==> src/rtl/ili9341_pattern_gen_if.sv <==
// Pixel-stream handshake between the test-pattern source (master) and the ILI9341 driver (slave).
interface ili9341_pattern_gen_if;
  logic [2:0]  in_mode;
  logic [15:0] in_color;
  logic        in_ready;
  logic        out_valid;
  logic [15:0] out_pixel;
  logic        out_sof;
  logic        out_eol;
  logic        out_eof;
  logic [7:0]  out_frame_count;

  modport master (
    input  in_mode, in_color, in_ready,
    output out_valid, out_pixel, out_sof, out_eol, out_eof, out_frame_count
  );

  modport slave (
    output in_mode, in_color, in_ready,
    input  out_valid, out_pixel, out_sof, out_eol, out_eof, out_frame_count
  );
endinterface

==> src/rtl/ili9341_pattern_gen.sv <==
// RGB565 test-pattern source for the ILI9341 driver: raster-order pixels with a registered,
// full-throughput valid/ready output stage.
//
// state    | meaning
// S_IDLE   | one cycle after reset; registers the (0,0) pixel
// S_STREAM | pixel always offered; the next one is registered on every transfer
module ili9341_pattern_gen #(
  parameter int WIDTH        = 240,
  parameter int HEIGHT       = 320,
  parameter int BAR_COUNT    = 8,
  parameter int CHECKER_LOG2 = 4,
  parameter int SCROLL_STEP  = 4,
  parameter int BAR_HEIGHT   = 16
) (
  input logic                   in_clk,
  input logic                   in_rst,
  ili9341_pattern_gen_if.master bus
);
  localparam int XW    = (WIDTH > 1) ? $clog2(WIDTH) : 1;
  localparam int YW    = (HEIGHT > 1) ? $clog2(HEIGHT) : 1;
  localparam int BAR_W = WIDTH / BAR_COUNT;
  localparam int SW    = (BAR_W > 1) ? $clog2(BAR_W) : 1;

  localparam logic [XW-1:0] X_LAST   = XW'(WIDTH - 1);
  localparam logic [YW-1:0] Y_LAST   = YW'(HEIGHT - 1);
  localparam logic [SW-1:0] SEG_LAST = SW'(BAR_W - 1);

  typedef enum logic {S_IDLE, S_STREAM} state_t;

  state_t        state_q, state_d;
  logic [XW-1:0] x_q, x_d;
  logic [YW-1:0] y_q, y_d;
  logic [SW-1:0] seg_q, seg_d;
  logic [2:0]    bar_q, bar_d;
  logic [2:0]    mode_q, mode_d;
  logic [7:0]    fc_q, fc_d;
  logic [YW-1:0] off_q, off_d;
  logic          valid_q, valid_d;
  logic [15:0]   pixel_q, pixel_d;
  logic          sof_q, sof_d;
  logic          eol_q, eol_d;
  logic          eof_q, eof_d;

  logic          load;
  logic [31:0]   off_sum;
  logic [31:0]   rel;
  logic [31:0]   chk;

  function automatic logic [15:0] bar_color(input logic [2:0] idx);
    case (idx)
      3'd0:    return 16'hFFFF;
      3'd1:    return 16'hFFE0;
      3'd2:    return 16'h07FF;
      3'd3:    return 16'h07E0;
      3'd4:    return 16'hF81F;
      3'd5:    return 16'hF800;
      3'd6:    return 16'h001F;
      default: return 16'h0000;
    endcase
  endfunction

  always_comb begin
    state_d = state_q;
    x_d     = x_q;
    y_d     = y_q;
    seg_d   = seg_q;
    bar_d   = bar_q;
    mode_d  = mode_q;
    fc_d    = fc_q;
    off_d   = off_q;
    valid_d = valid_q;
    pixel_d = pixel_q;
    sof_d   = sof_q;
    eol_d   = eol_q;
    eof_d   = eof_q;
    load    = 1'b0;
    off_sum = '0;
    rel     = '0;
    chk     = '0;

    case (state_q)
      S_IDLE: begin
        load    = 1'b1;
        state_d = S_STREAM;
      end
      default: begin
        valid_d = 1'b1;
        if (valid_q && bus.in_ready) begin
          load = 1'b1;
          if (x_q == X_LAST) begin
            x_d   = '0;
            seg_d = '0;
            bar_d = '0;
            if (y_q == Y_LAST) begin
              // frame boundary: new mode and frame count apply to the (0,0) pixel
              y_d     = '0;
              fc_d    = fc_q + 8'd1;
              mode_d  = bus.in_mode;
              off_sum = 32'(off_q) + 32'(SCROLL_STEP);
              if (off_sum >= 32'(HEIGHT)) off_sum = off_sum - 32'(HEIGHT);
              off_d   = YW'(off_sum);
            end else begin
              y_d = y_q + YW'(1);
            end
          end else begin
            x_d = x_q + XW'(1);
            if (seg_q == SEG_LAST) begin
              seg_d = '0;
              bar_d = bar_q + 3'd1;
            end else begin
              seg_d = seg_q + SW'(1);
            end
          end
        end
      end
    endcase

    if (load) begin
      // distance of this line below the scroll offset, modulo the frame height
      rel = (y_d >= off_d) ? (32'(y_d) - 32'(off_d))
                           : (32'(y_d) + 32'(HEIGHT) - 32'(off_d));
      chk = ((32'(x_d) >> CHECKER_LOG2) ^ (32'(y_d) >> CHECKER_LOG2)) & 32'd1;
      case (mode_d)
        3'd1:    pixel_d = bar_color(bar_d);
        3'd2:    pixel_d = (chk != 32'd0) ? 16'h0000 : bus.in_color;
        3'd3:    pixel_d = {5'(32'(x_d) >> 3), 6'(32'(y_d) >> 3), fc_d[4:0]};
        3'd4:    pixel_d = (rel < 32'(BAR_HEIGHT)) ? bus.in_color : 16'h0000;
        default: pixel_d = bus.in_color;
      endcase
      sof_d = (x_d == '0) && (y_d == '0);
      eol_d = (x_d == X_LAST);
      eof_d = (x_d == X_LAST) && (y_d == Y_LAST);
    end
  end

  always_ff @(posedge in_clk) begin
    if (in_rst) begin
      state_q <= S_IDLE;
      x_q     <= '0;
      y_q     <= '0;
      seg_q   <= '0;
      bar_q   <= '0;
      mode_q  <= bus.in_mode;
      fc_q    <= '0;
      off_q   <= '0;
      valid_q <= 1'b0;
      pixel_q <= '0;
      sof_q   <= 1'b0;
      eol_q   <= 1'b0;
      eof_q   <= 1'b0;
    end else begin
      state_q <= state_d;
      x_q     <= x_d;
      y_q     <= y_d;
      seg_q   <= seg_d;
      bar_q   <= bar_d;
      mode_q  <= mode_d;
      fc_q    <= fc_d;
      off_q   <= off_d;
      valid_q <= valid_d;
      pixel_q <= pixel_d;
      sof_q   <= sof_d;
      eol_q   <= eol_d;
      eof_q   <= eof_d;
    end
  end

  assign bus.out_valid       = valid_q;
  assign bus.out_pixel       = pixel_q;
  assign bus.out_sof         = sof_q;
  assign bus.out_eol         = eol_q;
  assign bus.out_eof         = eof_q;
  assign bus.out_frame_count = fc_q;
endmodule

==> src/flat_wrapper.sv <==
// flat-port wrapper written by rule: the top's interface ports become plain ports
module ili9341_pattern_gen_flat 
#(
  parameter int WIDTH        = 240,
  parameter int HEIGHT       = 320,
  parameter int BAR_COUNT    = 8,
  parameter int CHECKER_LOG2 = 4,
  parameter int SCROLL_STEP  = 4,
  parameter int BAR_HEIGHT   = 16
)
  (in_clk, in_rst, bus_in_mode, bus_in_color, bus_in_ready, bus_out_valid, bus_out_pixel, bus_out_sof, bus_out_eol, bus_out_eof, bus_out_frame_count);
  ili9341_pattern_gen_if bus_i ();
  input logic in_clk;
  input logic in_rst;
  input wire logic [$bits(bus_i.in_mode)-1:0] bus_in_mode;
  input wire logic [$bits(bus_i.in_color)-1:0] bus_in_color;
  input wire logic [$bits(bus_i.in_ready)-1:0] bus_in_ready;
  output wire logic [$bits(bus_i.out_valid)-1:0] bus_out_valid;
  output wire logic [$bits(bus_i.out_pixel)-1:0] bus_out_pixel;
  output wire logic [$bits(bus_i.out_sof)-1:0] bus_out_sof;
  output wire logic [$bits(bus_i.out_eol)-1:0] bus_out_eol;
  output wire logic [$bits(bus_i.out_eof)-1:0] bus_out_eof;
  output wire logic [$bits(bus_i.out_frame_count)-1:0] bus_out_frame_count;
  assign bus_i.in_mode = bus_in_mode;
  assign bus_i.in_color = bus_in_color;
  assign bus_i.in_ready = bus_in_ready;
  assign bus_out_valid = bus_i.out_valid;
  assign bus_out_pixel = bus_i.out_pixel;
  assign bus_out_sof = bus_i.out_sof;
  assign bus_out_eol = bus_i.out_eol;
  assign bus_out_eof = bus_i.out_eof;
  assign bus_out_frame_count = bus_i.out_frame_count;
  ili9341_pattern_gen #(.WIDTH(WIDTH), .HEIGHT(HEIGHT), .BAR_COUNT(BAR_COUNT), .CHECKER_LOG2(CHECKER_LOG2), .SCROLL_STEP(SCROLL_STEP), .BAR_HEIGHT(BAR_HEIGHT)) u_core (.in_clk(in_clk), .in_rst(in_rst), .bus(bus_i));
endmodule
==> config.mk <==
export PLATFORM = sky130hd
export DESIGN_NAME = ili9341_pattern_gen_flat
export DESIGN_NICKNAME = d
export VERILOG_FILES = /design/src/rtl/ili9341_pattern_gen_if.sv /design/src/rtl/ili9341_pattern_gen.sv /design/src/flat_wrapper.sv
export SDC_FILE = /design/constraint.sdc
export NUM_CORES = 1
export LEC_CHECK = 0
export CORE_MARGIN = 10
export CORE_UTILIZATION = 40
export DETAILED_ROUTE_END_ITERATION = 8
export SYNTH_ARGS = -nofsm -noshare
export SYNTH_HDL_FRONTEND = slang
export SYNTH_SLANG_ARGS = --single-unit
==> constraint.sdc <==
create_clock -name in_clk -period 10.2 [get_ports in_clk]
set_input_delay 2.04 -clock in_clk [delete_from_list [all_inputs] [get_ports in_clk]]
set_output_delay 2.04 -clock in_clk [all_outputs]
set_load 0.02 [all_outputs]
Word-level counts from Yosys, hierarchy flattened
Cells that the tools add are included.

Bits in registers: 66. ROM bits: 0. RAM bits: 0. Bits in latches: 0. Memories: 0. Input bits: 22. Word-level logic and storage cells: 86.

Div/mod/pow operators: 0. Equal/unequal tests: 15. $add $sub $neg: 10. Multiplexer cells: 35. $mul: 0. Shift-type cells: 0. Bitwise logic cells: 1. Reduce and logical (&&, ||, !) cells: 8. Order comparisons: 3.

Operator list (count): 16-bit one-hot mux with 7 select lines (1); 9-bit two-way mux (9); 16-bit one-hot mux with 4 select lines (1); 32-bit by 5-bit < comparator with 1-bit output (second input constant) (1); 16-bit two-way mux (2); 32-bit two-way mux (1); 32-bit by 9-bit subtractor with 32-bit output (1); 5-bit two-way mux (6); 3-bit two-way mux (9); 8-bit two-way mux (3); 9-bit equality test (second input constant) (2); 8-bit by 1-bit adder with 8-bit output (second input constant) (2); 8-bit equality test (second input constant) (2); 3-bit by 2-bit equality test with 1-bit output (second input constant) (4); 3-bit equality test (second input constant) (4); 9-bit by 3-bit adder with 10-bit output (second input constant) (1); 9-bit by 9-bit adder with 10-bit output (second input constant) (1); 10-bit by 9-bit >= comparator with 1-bit output (second input constant) (1); 9-bit by 9-bit subtractor with 10-bit output (1); 9-bit by 1-bit adder with 9-bit output (second input constant) (1); 9-bit >= comparator (1); 9-bit logical NOT (1); 9-bit subtractor (second input constant) (1); 8-bit logical NOT (1); 10 further kinds (15).

Longest topological paths before layout
Word-level depth: 12. Gate-level depth with buffers: 24.

Worst setup path before layout
OpenSTA, ideal clock, no wires.

Path kind: input-to-reg. From: in bus_in_ready. To: reg u_core.pixel_q[6] (netlist: u_core.bus.out_pixel[6]). Setup time: 122 ps. Buffers on the path: 2. Cell stages on the path: 21. Data arrival time: 5478 ps. Path slack: 4600 ps. Cells stage by stage: nand3_1 > nor3_1 > nand2_1 > clkbuf_1 > nor2_1 > xnor2_1 > ha_1 > nand2_1 > a21oi_1 > a211oi_1 > nor2_1 > o21ai_0 > nand2b_1 > a21oi_1 > ha_1 > nand2_1 > a21oi_1 > and3_1 > a31oi_4 > buf_6 > o22ai_1.

Longest elaborated chain between the ends: 9. Elaborated cells between the ends (all ways): 35. Those cells by class: add/sub: 3; order compare: 2; eq/ne: 10; mux: 17; bitwise: 1; reduce/logical: 2.

RTL lines: start: declaration (RTL line flat_wrapper.sv:17) `input wire logic [$bits(bus_i.in_ready)-1:0] bus_in_ready;`; 1-bit logical AND (*) (RTL line ili9341_pattern_gen.sv:88) `if (valid_q && bus.in_ready) begin`; 9-bit two-way mux (RTL line ili9341_pattern_gen.sv:88); 9-bit two-way mux (RTL line ili9341_pattern_gen.sv:81) `case (state_q)`; 9-bit by 9-bit adder with 10-bit output (RTL line ili9341_pattern_gen.sv:121) `: (32'(y_d) + 32'(HEIGHT) - 32'(off_d));`; 32-bit by 9-bit subtractor with 32-bit output (RTL line ili9341_pattern_gen.sv:121); 32-bit two-way mux (RTL line ili9341_pattern_gen.sv:120) `rel = (y_d >= off_d) ? (32'(y_d) - 32'(off_d))`; 32-bit by 5-bit < comparator with 1-bit output (RTL line ili9341_pattern_gen.sv:127) `3'd4: pixel_d = (rel < 32'(BAR_HEIGHT)) ? bus.in_color : 16'h0000;`; 16-bit two-way mux (RTL line ili9341_pattern_gen.sv:127); 16-bit one-hot mux with 4 select lines (RTL line ili9341_pattern_gen.sv:123) `case (mode_d)`; end signal: assignment (RTL line ili9341_pattern_gen.sv:161) `pixel_q <= pixel_d;`; end: declaration (RTL line ili9341_pattern_gen.sv:39) `logic [15:0] pixel_q, pixel_d;`.

Mark *: on every way between the ends. The rest lies on a longest branch, timed or not. A chain may end at the register's enable or synchronous reset.

Worst setup path in the final report
From: in bus_in_ready. To: reg u_core.pixel_q[14] (netlist: u_core.bus.out_pixel[14]).

Same word-level chain as after synthesis.

==> out/metrics.yaml <==
sta:
  fmax_ghz: 0.145
  finalSetupViolCount: 0
  timing.final.ws_setup_ps: 3320
  setup_tns_ps: 0
  worst_slew_pin_slew_ps: 929
  fin_crit_sh_pct: 67.5
  rsz0062_at_grt: "no"
  layout_min_cycle_time_ps: 6880
  maxSlewHeadroom_pct: 37.5
  drv_slew: 0
  worst_clock_skew_ps: 11.5
  hold_viol: 0
cts:
  ctsResizeCount: 0
  clock_sinks: 64
  cts_tree: "yes"
  cts_buffers: 9
  cts_buffer_depth: 2
  clk_pin_slew_ps: 70
  cts_hold_buffers: 0
  post_cts_buffers: 0
  root_buffer: "clkbuf_8"
  cts_max_level: 3
  clock_latency_ps: 340
placed_design:
  place_ws_ps: 2970
  placed_area_um2: 4520
  port_buffers: 49
  place_congestion: 0.855
  dp_hpwl_um: 8080
layout:
  diodes: 0
  finalNetCount: 598
  final_area_um2: 4710
  drive_above_1_share_pct: 4.65
  post-route-util_pct: 48.8
  area_delta_synth_final_pct: 20.0
synthesis:
  postSynthAreaPerCell_um2: 7.69
  post-synth-top-area-fraction_pct: 32.7
  synthFlopType: "dfxtp_1"
  yosys-top-cells-count: "nor2_1, dfxtp_1, nand2_1, a21oi_1, o21ai_0"
  synthTopCellsByArea: "dfxtp_1, nor2_1, ha_1"
  ys_ff_latch: 64
  synthCells: 510
  synth.most_common_cell: "nor2_1"
  ys_seq_area_share_pct: 32.7
  synth_area_um2: 3920
  synth_top_cell_by_area: "dfxtp_1"
  synth.distinct_cells: 54
  synth_edf_count: 0
  syn-num-nets: 554
  async_flop_share_pct: 0
  ys_warn_count: 0
route:
  avgRoutedWirePerCell_um: 16.1
  drc_errors: 0
  vias: 3810
  routed_wl_um: 11100
  drt-vias-per-instance: 5.51
  drt-initial-drc-count: 232
  antenna_left: 0
  dr.pass1.iters: 5
critical_path:
  endpoint_kind: "register"
  path_buf_inv: 1
  cp_cell_sequence: "clkdlybuf4s50_1 > nand3_1 > or3_4 > nor2_1 > mux2i_1 > ha_1 > nand2b_1 > a21oi_1 > a211oi_1 > nor2_1 > o21ai_0 > nand2b_1 > a21oi_1 > ha_1 > nand2_1 > a21oi_1 > and3_1 > a31oi_4 > o22ai_1"
  rr_worst_depth: 20
  cp_common_cell: "a21oi_1"
  r2r-start: "u_core.y_q[0]"
  cp_slowest_cell: "nor2_1"
  r2r_slack_ps: 4730
  arrival_ps: 7080
  path_max_fanout: 16
  worst_path_dominant_cell_family: "simple AND/OR/NAND/NOR gates"
  rr_endpoint: "u_core.bus.out_pixel[14]"
  cp-start-kind: "input port"
  cpPeakStageDelay_ps: 660
  cp_data_required_time_ps: 10400
  path_class: "input port to register"
hold_path:
  hold_class: "register to register"
  worstHoldStart: "u_core.bus.out_eof"
  worstHoldPathCells: 2
  worstHoldEndpoint: "u_core.bus.out_eof"
floorplanning:
  die_h_um: 119
  die-width_um: 119
  dieArea_um2: 14200
  start_util_pct: 40.7
  coreArea_um2: 9640
  num_io_pins: 50
  row_count: 36
power:
  p_per_area_nw_per_um2: 126
  p_sw_w: 0.000170
  p_leak_nw: 1.77
  seq_power_share_pct: 45.8
  p_comb_share_pct: 17.7
  vdd_drop_max_uv: 76.8
  internal_power_w: 0.000421
  pwr-share-clk_pct: 36.5
  switching_share_pct: 28.7
  total_power_w: 0.000591
flow_run:
  max_cap_viol_count: 0
status:
  outcome: "complete, no violations"
global_route:
  antenna_found_initial: 0
  grt_pass1_vias: 3639
  grtUsageTotal_pct: 15.5
  grt-ovfl-total: 0
  grt_pass1_wl_um: 18300
  grt_max_degree: 46
## cell type report
class                      instances  area (µm²)
multi-input combinational        413        2500
clock buffer                      11         131
clock inverter                     5        56.3
tap                              133         166
timing repair buffer              52         513
fill                             988        4930
sequential                        64        1280
inverter                          14        52.6
## routing by layer
metal  GRT usage (%)  part of all wire [%]  vias to the layer above
met3            4.72                   5.9                       12
met4            4.20                   1.2                        0
met1            20.3                    48                     1798
met5               0                     0                        -
met2            24.0                    45                       91
li1                -                     -                     1909
## cells by family after synthesis
logic type	share of synthesized area, %
XOR/XNOR	6.92
multiplexers	2.71
AO/OA/AOI/OAI	19.5
adder cells (fa/ha/maj)	7.02
buffers and inverters	3.45
flip-flops	32.7
AND/OR/NAND/NOR	27.7
## per-stage QoR
stage                     std cells  hold WS (ps)
final                           692           452
after detailed placement        676           447
after global placement          676           441
after global routing            692           484
after floorplan                 510           472
after CTS                       692           463
## cells in the final DEF (no fill, tap or decap), types with 2 or more instances in the layout
cell type / synthesis / routed
mux2i_1: 5 / 5
mux2_2: 5 / 5
dfxtp_1: 64 / 64
and3_1: 5 / 5
nor3_1: 21 / 21
clkbuf_8: 0 / 9
o31ai_1: 5 / 5
and2_1: 11 / 11
a211oi_1: 5 / 5
xor2_1: 12 / 12
ha_1: 22 / 22
nor4b_1: 2 / 2
nor2_1: 82 / 82
o31a_1: 2 / 2
o22ai_1: 13 / 13
o21a_1: 5 / 5
a21oi_1: 36 / 36
a211o_1: 3 / 3
a21boi_0: 4 / 4
o221ai_1: 2 / 2
a21o_1: 2 / 2
xnor2_1: 19 / 19
clkinv_2: 0 / 2
nor2b_1: 6 / 6
o21ai_0: 32 / 32
clkbuf_1: 13 / 2
a31oi_1: 4 / 4
clkdlybuf4s50_1: 0 / 49
o41ai_1: 2 / 2
nand2b_1: 6 / 6
and4_1: 3 / 3
nand2_1: 48 / 48
buf_4: 0 / 3
nand3_1: 19 / 19
inv_1: 14 / 14
nor4_1: 2 / 2
nand4_1: 11 / 11
nor3b_1: 2 / 2
## registers in the layout, summed over array words and instances (netlist names), 3 cells and up
| register | cells |
|---|---|
| u_core.seg_q | 5 |
| u_core.bar_q | 3 |
| u_core.off_q | 7 |
| u_core.bus.out_pixel | 16 |
| u_core.mode_q | 3 |
| u_core.y_q | 9 |
| u_core.bus.out_frame_count | 8 |
| u_core.x_q | 8 |
## power groups by stage
stage	logic (W)	clock network [W]	registers [W]
finish	0.000105	0.000216	0.000270
global placement	0.000103	0	0.000276
CTS	0.000105	0.000222	0.000270
global route	0.000114	0.000232	0.000272
floorplan	0.0000478	0	0.000287
detailed placement	0.000105	0	0.000276
## how the worst max path moves through the flow
stage | depth (start not counted) | to | from
final | 19 | u_core.bus.out_pixel[14] | bus_in_ready
after global routing | 20 | u_core.bus.out_pixel[2] | bus_in_ready
after CTS | 19 | u_core.bus.out_pixel[14] | bus_in_ready
after detailed placement | 19 | u_core.bus.out_pixel[14] | bus_in_ready
after global placement | 20 | u_core.bus.out_pixel[14] | bus_in_ready
after floorplan | 21 | u_core.bus.out_pixel[6] | bus_in_ready
## tightest hold or removal path, cell delays in order, from the launching register on
cell and delay [ps]:
dfxtp_1 330, nand2_1 40, o21ai_0 50
Power figures use the tool's default switching activity.
